`src/rtl/capture_unit.sv`:
```
// capture_unit: CSR-mapped input-capture peripheral.
// A prescaled free-running counter is sampled on each qualified edge of the
// synchronised cap_in pin and pushed into a small FIFO that software drains
// through the DATA CSR. irq flags pending captures when interrupts are enabled.
module capture_unit #(
    parameter logic [11:0] BaseAddr = 12'h400,
    parameter int          Depth    = 4,
    parameter int          TsWidth  = 32
) (
    input  logic        clk,
    input  logic        reset,
    input  logic        csr_enable,
    input  logic [11:0] csr_addr,
    input  logic [2:0]  csr_op,
    input  logic [4:0]  rs1_zimm,
    input  logic [31:0] rs1_data,
    input  logic        cap_in,
    output logic [31:0] out,
    output logic        irq
);

    localparam int          PtrW      = (Depth > 1) ? $clog2(Depth) : 1;
    localparam logic [3:0]  DepthC    = 4'(Depth);
    localparam logic [15:0] CtrlMask  = 16'hFF17;
    localparam logic [11:0] AddrCtrl  = BaseAddr;
    localparam logic [11:0] AddrData  = BaseAddr + 12'd1;
    localparam logic [11:0] AddrStat  = BaseAddr + 12'd2;

    // Wrap a FIFO pointer at Depth (Depth need not be a power of two).
    function automatic logic [PtrW-1:0] ptr_inc(input logic [PtrW-1:0] p);
        logic [PtrW-1:0] r;
        if (p == PtrW'(Depth - 1)) begin
            r = {PtrW{1'b0}};
        end else begin
            r = p + PtrW'(1);
        end
        return r;
    endfunction

    // Architectural state
    logic [15:0]        ctrl_r;
    logic [TsWidth-1:0] counter_r;
    logic [7:0]         presc_cnt_r;
    logic [TsWidth-1:0] mem_r [Depth];
    logic [PtrW-1:0]    rd_ptr_r;
    logic [PtrW-1:0]    wr_ptr_r;
    logic [3:0]         count_r;
    logic               ovf_r;
    logic               s1_r;
    logic               s2_r;
    logic               prev_r;

    // Decode / datapath signals
    logic [31:0] src_s;
    logic [31:0] wval_s;
    logic        op_valid_s;
    logic        access_s;
    logic        ctrl_we_s;
    logic        clr_s;
    logic        empty_s;
    logic        full_s;
    logic        pop_s;
    logic        event_s;
    logic        push_s;
    logic        ovf_set_s;
    logic        tick_s;
    logic [31:0] head_s;
    logic        unused_s;

    assign empty_s  = (count_r == 4'd0);
    assign full_s   = (count_r == DepthC);
    assign tick_s   = (presc_cnt_r == ctrl_r[15:8]);
    assign unused_s = ^wval_s[31:16];

    // CSR operation decode: source operand and value to be written to CTRL.
    always_comb begin
        src_s      = csr_op[2] ? {27'd0, rs1_zimm} : rs1_data;
        op_valid_s = 1'b0;
        wval_s     = {16'd0, ctrl_r};
        case (csr_op[1:0])
            2'b01: begin
                op_valid_s = 1'b1;
                wval_s     = src_s;
            end
            2'b10: begin
                op_valid_s = 1'b1;
                wval_s     = {16'd0, ctrl_r} | src_s;
            end
            2'b11: begin
                op_valid_s = 1'b1;
                wval_s     = {16'd0, ctrl_r} & ~src_s;
            end
            default: begin
                op_valid_s = 1'b0;
                wval_s     = {16'd0, ctrl_r};
            end
        endcase
    end

    // Access qualification, edge detection and FIFO push/pop decisions.
    always_comb begin
        access_s  = csr_enable & op_valid_s;
        ctrl_we_s = access_s & (csr_addr == AddrCtrl);
        clr_s     = ctrl_we_s & wval_s[3];
        pop_s     = access_s & (csr_addr == AddrData) & ~empty_s;
        event_s   = ctrl_r[0] & ((ctrl_r[1] & s2_r & ~prev_r) |
                                 (ctrl_r[2] & ~s2_r & prev_r));
        // clr discards any coincident capture; a pop makes room in a full FIFO.
        push_s    = event_s & ~clr_s & (~full_s | pop_s);
        ovf_set_s = event_s & ~clr_s & full_s & ~pop_s;
    end

    // Zero-extended FIFO head, 0 when empty.
    always_comb begin
        head_s = 32'd0;
        if (!empty_s) begin
            head_s[TsWidth-1:0] = mem_r[rd_ptr_r];
        end else begin
            head_s = 32'd0;
        end
    end

    // Read mux: pre-write value of the addressed CSR, 0 when idle or unmapped.
    always_comb begin
        out = 32'd0;
        if (access_s) begin
            case (csr_addr)
                AddrCtrl: out = {16'd0, ctrl_r};
                AddrData: out = head_s;
                AddrStat: out = {23'd0, ovf_r, 2'b00, full_s, empty_s, count_r};
                default:  out = 32'd0;
            endcase
        end else begin
            out = 32'd0;
        end
    end

    assign irq = ctrl_r[4] & ~empty_s;

    // CTRL register; clr is never stored so it always reads back 0.
    always_ff @(posedge clk) begin
        if (reset) begin
            ctrl_r <= 16'd0;
        end else if (ctrl_we_s) begin
            ctrl_r <= wval_s[15:0] & CtrlMask;
        end else begin
            ctrl_r <= ctrl_r;
        end
    end

    // Prescaler and timestamp counter; both frozen while disabled.
    always_ff @(posedge clk) begin
        if (reset || clr_s) begin
            presc_cnt_r <= 8'd0;
            counter_r   <= {TsWidth{1'b0}};
        end else if (ctrl_r[0]) begin
            if (tick_s) begin
                presc_cnt_r <= 8'd0;
                counter_r   <= counter_r + TsWidth'(1);
            end else begin
                presc_cnt_r <= presc_cnt_r + 8'd1;
            end
        end else begin
            presc_cnt_r <= presc_cnt_r;
        end
    end

    // Two-flop synchroniser plus history flop; runs regardless of en.
    always_ff @(posedge clk) begin
        if (reset) begin
            s1_r   <= 1'b0;
            s2_r   <= 1'b0;
            prev_r <= 1'b0;
        end else begin
            s1_r   <= cap_in;
            s2_r   <= s1_r;
            prev_r <= s2_r;
        end
    end

    // FIFO storage; contents are only meaningful below count_r.
    always_ff @(posedge clk) begin
        if (push_s) begin
            mem_r[wr_ptr_r] <= counter_r;
        end
    end

    // FIFO pointers, occupancy and sticky overflow flag.
    always_ff @(posedge clk) begin
        if (reset || clr_s) begin
            rd_ptr_r <= {PtrW{1'b0}};
            wr_ptr_r <= {PtrW{1'b0}};
            count_r  <= 4'd0;
            ovf_r    <= 1'b0;
        end else begin
            if (push_s) begin
                wr_ptr_r <= ptr_inc(wr_ptr_r);
            end
            if (pop_s) begin
                rd_ptr_r <= ptr_inc(rd_ptr_r);
            end
            case ({push_s, pop_s})
                2'b10:   count_r <= count_r + 4'd1;
                2'b01:   count_r <= count_r - 4'd1;
                default: count_r <= count_r;
            endcase
            if (ovf_set_s) begin
                ovf_r <= 1'b1;
            end
        end
    end

endmodule
```
`config.mk`:
```
export PLATFORM = sky130hd
export DESIGN_NAME = capture_unit
export DESIGN_NICKNAME = d
export VERILOG_FILES = /design/src/rtl/capture_unit.sv
export SDC_FILE = /design/constraint.sdc
export NUM_CORES = 1
export LEC_CHECK = 0
export ABC_AREA = 1
export CAP_MARGIN = 20
export CORE_MARGIN = 3
export CORE_UTILIZATION = 39
export DETAILED_ROUTE_END_ITERATION = 12
export PLACE_DENSITY = 0.7
export SYNTH_ARGS = -nofsm -noshare
export SYNTH_HDL_FRONTEND = slang
export SYNTH_SLANG_ARGS = --single-unit
```
`constraint.sdc`:
```
create_clock -name clk -period 4 [get_ports clk]
set_input_delay 0.6 -clock clk [delete_from_list [all_inputs] [get_ports clk]]
set_output_delay 0.6 -clock clk [all_outputs]
set_load 0.005 [all_outputs]
```
==> flow_metrics.env, run 1 <==
export IMPL_final_cell_mix="nand2_1 (189), edfxtp_1 (128), a21oi_1 (105)"
export IMPL_fillers=1968
export IMPL_crit_arrival_ns=2.82
export IMPL_synth_xor_area_share_pct=3.287
export IMPL_grt_antenna_before_repair=0
export IMPL_fin_crit_sh_pct=85.43
export IMPL_clkTransAtPathRegs_ns=0.07
export IMPL_hp_class="reg -> reg"
export IMPL_synth_compound_area_share_pct=13.42
export IMPL_synth_cell_types=45
export IMPL_drt_wl_total_mm=19.77
export IMPL_syn_to_final_growth_pct=17.94
export IMPL_cts_sinks=194
export IMPL_slew_viol_final=0
export IMPL_relSlewSlack_pct=45.36
export IMPL_p_int_mw=3.027
export IMPL_pwr_share_clk_pct=43.0
export IMPL_criticalPathCategory="in -> out"
export IMPL_layout_drive_gt1_share_pct=8.300
export IMPL_netlist_area_um2=8793
export IMPL_tns_ns=0
export IMPL_avgSynthCellArea_um2=9.548
export IMPL_grt_pass1_vias=6489
export IMPL_path_delay_family="buffers and inverters"
export IMPL_critPathLaunchType="input port"
export IMPL_leakagePower_nw=3.577
export IMPL_cts_setup_buffers=0
export IMPL_antenna_left=0
export IMPL_comb_power_share_pct=2.1
export IMPL_rsz0062_at_grt="false"
export IMPL_gp_congestion=0.9346
export IMPL_fin_crit_ns=3.417
export IMPL_die_h_um=156.2
export IMPL_top_layer_used="met4"
export IMPL_dr_wl_met2_mm=9.820
export IMPL_rows=54
export IMPL_fmaxAchievable_ghz=0.2926
export IMPL_overflow=0
export IMPL_worst_pin_slew_ns=0.8187
export IMPL_crit_fanout=21
export IMPL_p_sw_uw=812.7
export IMPL_end_kind="output pin"
export IMPL_multi_input_area_um2=3212
export IMPL_slowest_delay_ns=0.58
export IMPL_clkLatencyLatePin_ns=0.44
export IMPL_setup_violations=0
export IMPL_die_w_um=156.2
export IMPL_synth_net_count=985
export IMPL_vias=6699
export IMPL_cts_tree="built"
export IMPL_cts_root_buffer="clkbuf_16"
export IMPL_grt_max_degree=65
export IMPL_status="complete, no violations"
export IMPL_synth_cells=921
export IMPL_grt_pass1_wl_mm=32.22
export IMPL_async_flop_share_pct=0
export IMPL_synth_adder_area_share_pct=1.138
export IMPL_wl_per_cell_um=15.44
export IMPL_start_util_pct=40.05
export IMPL_finClkSkew_ns=0.01097
export IMPL_dp_hpwl_mm=13.35
export IMPL_final_hold_viol_count=0
export IMPL_path_cells="clkdlybuf4s50_1, nor2_2, inv_1, nor2_2, nand3_4, nor2_8, inv_4, a221oi_1, clkdlybuf4s50_1"
export IMPL_cp_data_required_time_ns=3.40
export IMPL_synthFlopType="edfxtp_1"
export IMPL_ys_seq_area_share_pct=58.74
export IMPL_power_total_mw=3.840
export IMPL_numCtsBuffers=17
export IMPL_num_nets_final=1051
export IMPL_synth_edf_count=128
export IMPL_swShare_pct=21.17
export IMPL_cp_num_buf_inv=4
export IMPL_synth_mux_area_share_pct=0.3415
export IMPL_cts_resized=0
export IMPL_io_pins=89
export IMPL_final_area_um2=10370
export IMPL_io_buffer_count=69
export IMPL_htreeDepth=4
export IMPL_wl_met3_um=721
export IMPL_wl_met1_mm=8.814
export IMPL_drc_errors=0
export IMPL_diodes=0
export IMPL_grt_use_total_pct=16.51
export IMPL_clock_path_buffers=2
export IMPL_seq_area_um2=5166
export IMPL_initialDrtViolationCount=551
export IMPL_yosys_register_bits=194
export IMPL_p_seq_share_pct=54.9
export IMPL_place_area_um2=9793
export IMPL_irDropWorstVdd_uv=256.8
export IMPL_yosys_area_share_simple_pct=18.23
export IMPL_critPathSlowestCell="clkdlybuf4s50_1"
export IMPL_synth_top_family_by_area="simple AND/OR/NAND/NOR gates"
export IMPL_dieArea_um2=24380
export IMPL_core_um2=21960
export IMPL_max_cap_violations=0
export IMPL_p_per_area_nw_per_um2=370.2
export IMPL_hold_buffers=0
export IMPL_mostFrequentLayoutCell="nand2_1"
export IMPL_dr_pass1_iters=7
export IMPL_ys_warn_count=0
export IMPL_via_per_inst=5.234
state kept, by name, summed over array words and instances, names as in the netlist, named ones only:
name,count
count_r,4
s1_r,1
prev_r,1
rd_ptr_r,2
presc_cnt_r,8
mem_r,128
ovf_r,1
ctrl_r,12
s2_r,1
counter_r,32
wr_ptr_r,2
power groups by stage:
stage	Sequential [mW]	Clock, mW	Combinational [mW]
3_5_place_dp	2.15	0	0.0799
6_report	2.11	1.65	0.0796
3_3_place_gp	2.15	0	0.0790
5_1_grt	2.11	1.76	0.0881
4_1_cts	2.11	1.68	0.0802
2_1_floorplan	2.15	0	0.0348
kinds of logic (layout without fill, tap and decap cells):
logic type / Yosys count / after routing
adders and majority gates: 8 / 8
AOI/OAI and AO/OA: 206 / 206
and+or+nand+nor: 371 / 371
muxes: 3 / 3
xor gates and xnor gates: 33 / 33
buffers and inverters: 106 / 185
DFF: 194 / 194
routing by layer:
metal / track usage (%) / vias to the layer above
met5: 0 / -
met4: 6.503 / 0
met3: 2.857 / 30
met2: 27.69 / 127
met1: 21.39 / 3237
li1: - / 3305
per-stage QoR:
stage | hold WS [ns] | cells | worst slack [ns] | util (%)
2_1_floorplan | 0.3883 | 921 | 0.6408 | -
3_3_place_gp | 0.4073 | 1248 | 0.5414 | 44.60
3_5_place_dp | 0.4134 | 1248 | 0.5464 | 44.60
4_1_cts | 0.4251 | 1280 | 0.5455 | 47.23
5_1_grt | 0.4356 | 1280 | 0.3471 | 47.23
6_report | 0.4171 | 1280 | 0.5826 | 47.23
cell usage after synthesis, types with 2 or more instances:
master	instances	area share [%]
inv_2	4	0.17
clkbuf_1	24	1.0
o22ai_1	9	0.64
buf_4	2	0.17
nor3_1	20	1.1
nor4_1	6	0.43
a21oi_2	3	0.30
edfxtp_1	128	44
ha_1	8	1.1
xor2_1	24	2.4
mux2i_1	3	0.34
xnor2_1	9	0.90
nor2_2	4	0.28
clkinv_1	3	0.13
nor2_1	107	4.6
buf_2	9	0.51
nor2_4	3	0.38
nand2_2	4	0.28
nand3_1	16	0.91
or2_2	3	0.21
nand2_1	189	8.1
dfxtp_1	66	15
nand4_1	9	0.64
o21ai_0	55	3.1
a21oi_1	105	6.0
inv_1	61	2.6
nand2_4	3	0.38
a211oi_2	3	0.43
a221oi_1	23	2.3
a31oi_1	3	0.21
worst register-to-register path: cells and delay by family (launching register included):
kind | cells | cell delay (ns)
AND/OR/NAND/NOR | 6 | 0.83
buffers and inverters | 4 | 0.71
flip-flops | 1 | 0.47
AO/OA/AOI/OAI | 1 | 0.18
cell type report:
type / count / area share [%]
tap: 280 / 3.378
inverter: 69 / 2.521
sequential: 194 / 49.81
multi-input combinational: 621 / 30.97
clock inverter: 15 / 1.472
clock buffer: 17 / 4.102
timing repair buffer: 84 / 7.745
worst paths after layout:
kind,start,to,slack [ns],cells after the start
min reg2reg,s1_r$_SDFF_PP0_,s2_r$_SDFF_PP0_,0.42,2
max reg2reg,count_r[0]$_SDFFE_PP0P_,mem_r[2][6]$_DFFE_PP_,1.47,11
max,csr_addr[3],out[26],0.58,9
min,s1_r$_SDFF_PP0_,s2_r$_SDFF_PP0_,0.42,2
No activity file was read; power rests on OpenSTA's default activity.
==> inputs of run 2 (changes only) <==
--- a/config.mk
+++ b/config.mk
@@ -6,10 +6,11 @@
 export NUM_CORES = 1
 export LEC_CHECK = 0
 export ABC_AREA = 1
-export CAP_MARGIN = 20
+export CAP_MARGIN = 25
 export CORE_MARGIN = 3
 export CORE_UTILIZATION = 39
 export DETAILED_ROUTE_END_ITERATION = 12
+export HOLD_SLACK_MARGIN = 0.02
 export PLACE_DENSITY = 0.7
 export SYNTH_ARGS = -nofsm -noshare
 export SYNTH_HDL_FRONTEND = slang
==> results of run 2 <==
Final layout, timing and power as in run 1 (identical DEF).
==> inputs of run 3 (changes only) <==
--- a/config.mk
+++ b/config.mk
@@ -12,6 +12,7 @@
 export DETAILED_ROUTE_END_ITERATION = 12
 export HOLD_SLACK_MARGIN = 0.02
 export PLACE_DENSITY = 0.7
+export SETUP_SLACK_MARGIN = 0.4
 export SYNTH_ARGS = -nofsm -noshare
 export SYNTH_HDL_FRONTEND = slang
 export SYNTH_SLANG_ARGS = --single-unit
==> flow_metrics.env, run 3 (same netlist as run 1, synthesis figures left out) <==
export IMPL_status="complete, no violations"
export IMPL_leakagePower_nw=3.581
export IMPL_rows=54
export IMPL_via_per_inst=5.205
export IMPL_grt_pass1_wl_mm=32.22
export IMPL_htreeDepth=4
export IMPL_vias=6663
export IMPL_largestRegisters="mem_r x128, counter_r x32, ctrl_r x12"
export IMPL_mostFrequentLayoutCell="nand2_1"
export IMPL_gp_congestion=0.9346
export IMPL_dr_wl_met2_mm=9.860
export IMPL_overflow=0
export IMPL_max_cap_violations=0
export IMPL_clkLatencyLatePin_ns=0.44
export IMPL_r2r_slack_ns=1.45
export IMPL_die_h_um=156.2
export IMPL_fin_crit_sh_pct=84.50
export IMPL_start_util_pct=40.05
export IMPL_place_area_um2=9793
export IMPL_drt_wl_total_mm=19.85
export IMPL_regMostFlops="mem_r"
export IMPL_wl_per_cell_um=15.51
export IMPL_irDropWorstVdd_uv=256.4
export IMPL_largest_reg_flops=128
export IMPL_clock_path_buffers=2
export IMPL_grt_max_degree=65
export IMPL_setup_violations=0
export IMPL_final_cell_mix="nand2_1 (188), edfxtp_1 (128), a21oi_1 (105)"
export IMPL_crit_fanout=21
export IMPL_clkTransAtPathRegs_ns=0.07
export IMPL_timing_hold_ws_ns=0.4169
export IMPL_wl_met1_mm=8.947
export IMPL_crit_arrival_ns=2.78
export IMPL_core_um2=21960
export IMPL_slew_viol_final=0
export IMPL_hold_buffers=0
export IMPL_pre_cts_slack_ns=0.5464
export IMPL_critPathLaunchType="input port"
export IMPL_num_nets_final=1051
export IMPL_cp_data_required_time_ns=3.40
export IMPL_die_w_um=156.2
export IMPL_worst_pin_slew_ns=0.8137
export IMPL_hp_class="reg -> reg"
export IMPL_syn_to_final_growth_pct=18.04
export IMPL_top_layer_used="met4"
export IMPL_cts_root_buffer="clkbuf_16"
export IMPL_worst_slack_ns=0.6198
export IMPL_criticalPathCategory="in -> out"
export IMPL_wl_met3_um=662
export IMPL_fillers=1967
export IMPL_io_buffer_count=69
export IMPL_final_area_um2=10380
export IMPL_fmaxAchievable_ghz=0.2958
export IMPL_drc_errors=0
export IMPL_end_kind="output pin"
export IMPL_grt_use_total_pct=16.51
export IMPL_layout_drive_gt1_share_pct=8.500
export IMPL_cts_sinks=194
export IMPL_io_pins=89
export IMPL_numCtsBuffers=17
export IMPL_grt_antenna_before_repair=0
export IMPL_dr_pass1_iters=5
export IMPL_rsz0062_at_grt="false"
export IMPL_antenna_left=0
export IMPL_final_hold_viol_count=0
export IMPL_tns_ns=0
export IMPL_dp_hpwl_mm=13.35
export IMPL_grt_pass1_vias=6489
export IMPL_dieArea_um2=24380
export IMPL_relSlewSlack_pct=45.69
export IMPL_diodes=0
export IMPL_initialDrtViolationCount=518
export IMPL_finClkSkew_ns=0.008556
export IMPL_p_per_area_nw_per_um2=369.9
export IMPL_cts_tree="built"
export IMPL_fin_crit_ns=3.380
[run 3: final cells by class]
cell class | instances | area [um^2] | share of cell area, %
Sequential cell | 194 | 5166 | 49.77
Multi-Input combinational cell | 621 | 3221 | 31.03
Timing Repair Buffer | 84 | 803.3 | 7.739
Clock buffer | 17 | 425.4 | 4.098
Tap cell | 280 | 350.3 | 3.375
Inverter | 69 | 261.5 | 2.519
Clock inverter | 15 | 152.6 | 1.471
[run 3: final timing paths]
kind                            from               endpoint  cells after the start
max                      csr_addr[3]                out[27]                      9
min                  s1_r$_SDFF_PP0_        s2_r$_SDFF_PP0_                      2
max reg2reg  count_r[0]$_SDFFE_PP0P_  mem_r[2][6]$_DFFE_PP_                     11
min reg2reg          s1_r$_SDFF_PP0_        s2_r$_SDFF_PP0_                      2
[run 3: per-stage QoR]
step | power (mW) | utilization, % | cells
2_1_floorplan | 2.189 | - | 921
3_3_place_gp | 2.234 | 44.60 | 1248
3_5_place_dp | 2.235 | 44.60 | 1248
4_1_cts | 3.870 | 47.23 | 1280
5_1_grt | 3.954 | 47.27 | 1280
6_report | 3.840 | 47.27 | 1280
[run 3: what timing repair did]
action | CTS | global route
setup endpoints to repair | 0 | 4
resized for setup | 0 | 2
setup buffers | 0 | 0
[run 3: power by group]
group | switching, mW | internal, mW
combinational | 0.0385 | 0.0413
sequential | 0.000538 | 2.11
clock | 0.774 | 0.877
[run 3: critical path, stage by stage]
cell and delay (ns):
clkdlybuf4s50_1 0.42, nor2_2 0.16, inv_1 0.07, nor2_2 0.14
nand3_4 0.16, nor2_8 0.20, inv_4 0.15, a221oi_1 0.29
clkdlybuf4s50_1 0.58
[run 3: per-layer routing]
metal	global-route usage (%)	vias up
met3	2.857	26
met4	6.503	0
met1	21.39	3226
li1	-	3304
met5	0	-
met2	27.69	107
==> RTL change, RTL diff (flow settings as in run 3) <==
Change the parameter `Depth` from 4 to 16.
--- a/src/rtl/capture_unit.sv
+++ b/src/rtl/capture_unit.sv
@@ -5,5 +5,5 @@
 module capture_unit #(
     parameter logic [11:0] BaseAddr = 12'h400,
-    parameter int          Depth    = 4,
+    parameter int          Depth    = 16,
     parameter int          TsWidth  = 32
 ) (
Formal check against the unedited RTL: not equivalent (a bounded check fails within 4 cycles, from zero or initial values and one cycle with reset high).
==> RTL change against run 3 <==
Sequential power rose to 3.1 times the old value. Area after synthesis rose to 2.9 times the old value. Combinational power up 14%. Sequential cell count up 390. Synthesized cell count rose to 2.5 times the old value. Setup slack worse by 150 ps. Via count rose to 2.7 times the old value. Final area rose to 2.8 times the old value. Wire length rose to 3.3 times the old value. Largest power group unchanged. Fmax down 4.3%. Power rose to 3.0 times the old value. Global-route usage up 2.1 points. Non-clock buffer count up 44.
==> RTL change: results (changes against run 3) <==
vdd_ir_drop_max_v: 0.0002758  # +7.6%
num_antenna_cells: 0  # unchanged
hpwl_microns: 36060  # +170%
vias_per_cell: 5.407  # +3.9%
clock_latency_ps: 610  # +170 ps
arrival_ps: 2930  # +150 ps
hold_path_class: "register to register"
cpPeakStageDelay_ps: 550  # -30 ps
reg.largest.list: "mem_r x512, counter_r x32, ctrl_r x12"
status: "finished, final reports clean"
routed_wirelength_microns: 64650  # +230%
drt_iter0_drc: 1970  # +280%
critPathMaxFanout: 60  # +190%
cts_root_buffer: "clkbuf_16"
n_fill_cell: 5633  # +190%
synth_edf_count: 512  # +300%
netlist_top_cells_count: "nand2_1, edfxtp_1, nor2_1, nand3_1, o21ai_0"
syn-num-nets: 2398  # +140%
grt_max_degree: 76  # +17%
io_buffers: 69  # unchanged
async_flop_share_pct: 0  # unchanged
h-tree-depth: 2  # -2
leakage_nw: 10.15  # +180%
grt_antenna_before_repair: 0  # unchanged
synthDistinctLibCells: 41  # -8.9%
ys_warn_count: 0  # unchanged
routabilityCongestion: 0.8836  # -5.5%
maxSlewHeadroom_pct: 46.16  # +0.47 points
final.setup_skew_ps: 29.18  # +20.62 ps
ys_seq_area_share_pct: 67.06  # +8.3 points
grt_pass1_vias: 17021  # +160%
path_clk_slew_ps: 60
grt_util_all_layers_pct: 18.65  # +2.1 points
drive_above_1_share_pct: 9.292  # +0.79 points
critical-path-top-delay-family: "buffers and inverters"
cts_buffers: 57  # +40
dr.pass1.iters: 6  # +1
nNetsFinal: 2461  # +130%
clockBufferDepth: 3  # +1
ys_top_cells_by_area: "edfxtp_1, nand2_1, dfxtp_1"
critPathSlowestCell: "clkdlybuf4s50_1"
grt_pass1_wl_microns: 97890  # +200%
ys.flop_type: "edfxtp_1"
## RTL change: cell count changes in the layout (fill, tap and decap cells not counted), sizes merged, moves of 21 or more
cell    before  now
a21oi      108   81
a221oi      23    0
buf         15   50
clkbuf      17   76
clkinv      10   31
edfxtp     128  512
inv         71  103
nand2      196  579
nand3       18  220
nor2       115  292
o21ai       56  182
o22ai        9   72
## RTL change: final timing paths
kind,depth (start not counted),slack [ps],from,endpoint
hold / removal,2,400,s1_r,s2_r
hold reg to reg,2,400,s1_r,s2_r
setup reg to reg,7,1310,ctrl_r[2],mem_r[2][12]
setup / recovery,10,470,register,out[4]
## RTL change: repair_timing
| action | 4_1_cts | 5_1_grt |
|---|---|---|
| gates cloned | 7 | 4 |
| gates resized for setup | 11 | 16 |
| endpoints found under the setup margin | 28 | 18 |
| pin swaps | 0 | 3 |
| setup buffers | 4 | 6 |
## RTL change: where the power goes
part	leakage, nW	internal [mW]	switching [mW]
clock network	0.841	2.76	2.20
logic	3.90	0.0424	0.0486
registers	5.40	6.53	0.000480
## RTL change: metrics by stage
step	worst slack [ps]	power [mW]	util, %	cells	instance area [sq um]
final	467.9	11.58	45.64	3289	28890
after global routing	384.0	11.90	45.64	3289	28890
after CTS	393.8	11.64	45.32	3279	28690
after detailed placement	328.4	6.747	42.17	3161	26700
after global placement	394.3	6.746	42.13	3160	26670
after floorplan	110.4	6.701	-	2332	25080
## RTL change: worst min-delay path, cell delays in order (launching register included)
cell and delay [ps]:
dfxtp_1 290, inv_1 40, nor2_1 30
## RTL change: cell families (layout without fill, tap and decap cells)
kind of cell               Yosys count  in the layout  synth area share (%)
AOI/OAI and AO/OA                  339            339                 7.255
xor gates and xnor gates            37             37                 1.292
adders and majority gates           10             10                0.4990
buffers and inverters              228            339                 4.446
DFF                                584            584                 67.06
muxes                                2              2               0.07984
and+or+nand+nor                   1132           1132                 19.37
## RTL change: layout make-up
type | count | area [sq um] | share of cell area (%)
clock buffers | 71 | 1489 | 5.153
flip-flops and latches | 584 | 16830 | 58.25
repair inverters | 2 | 17.52 | 0.06063
repair buffers | 128 | 1579 | 5.465
inverters | 102 | 407.9 | 1.412
multi-input cells | 1520 | 7288 | 25.23
well taps | 846 | 1059 | 3.664
clock inverters | 36 | 224.0 | 0.7752
## RTL change: per-layer routing
layer | routed length, microns | global-route usage, % | share of wire, %
met5 | 0 | 0 | 0
met4 | 1776 | 6.120 | 2.7
met3 | 4815 | 2.795 | 7.4
met2 | 31420 | 31.29 | 49
met1 | 26640 | 24.90 | 41
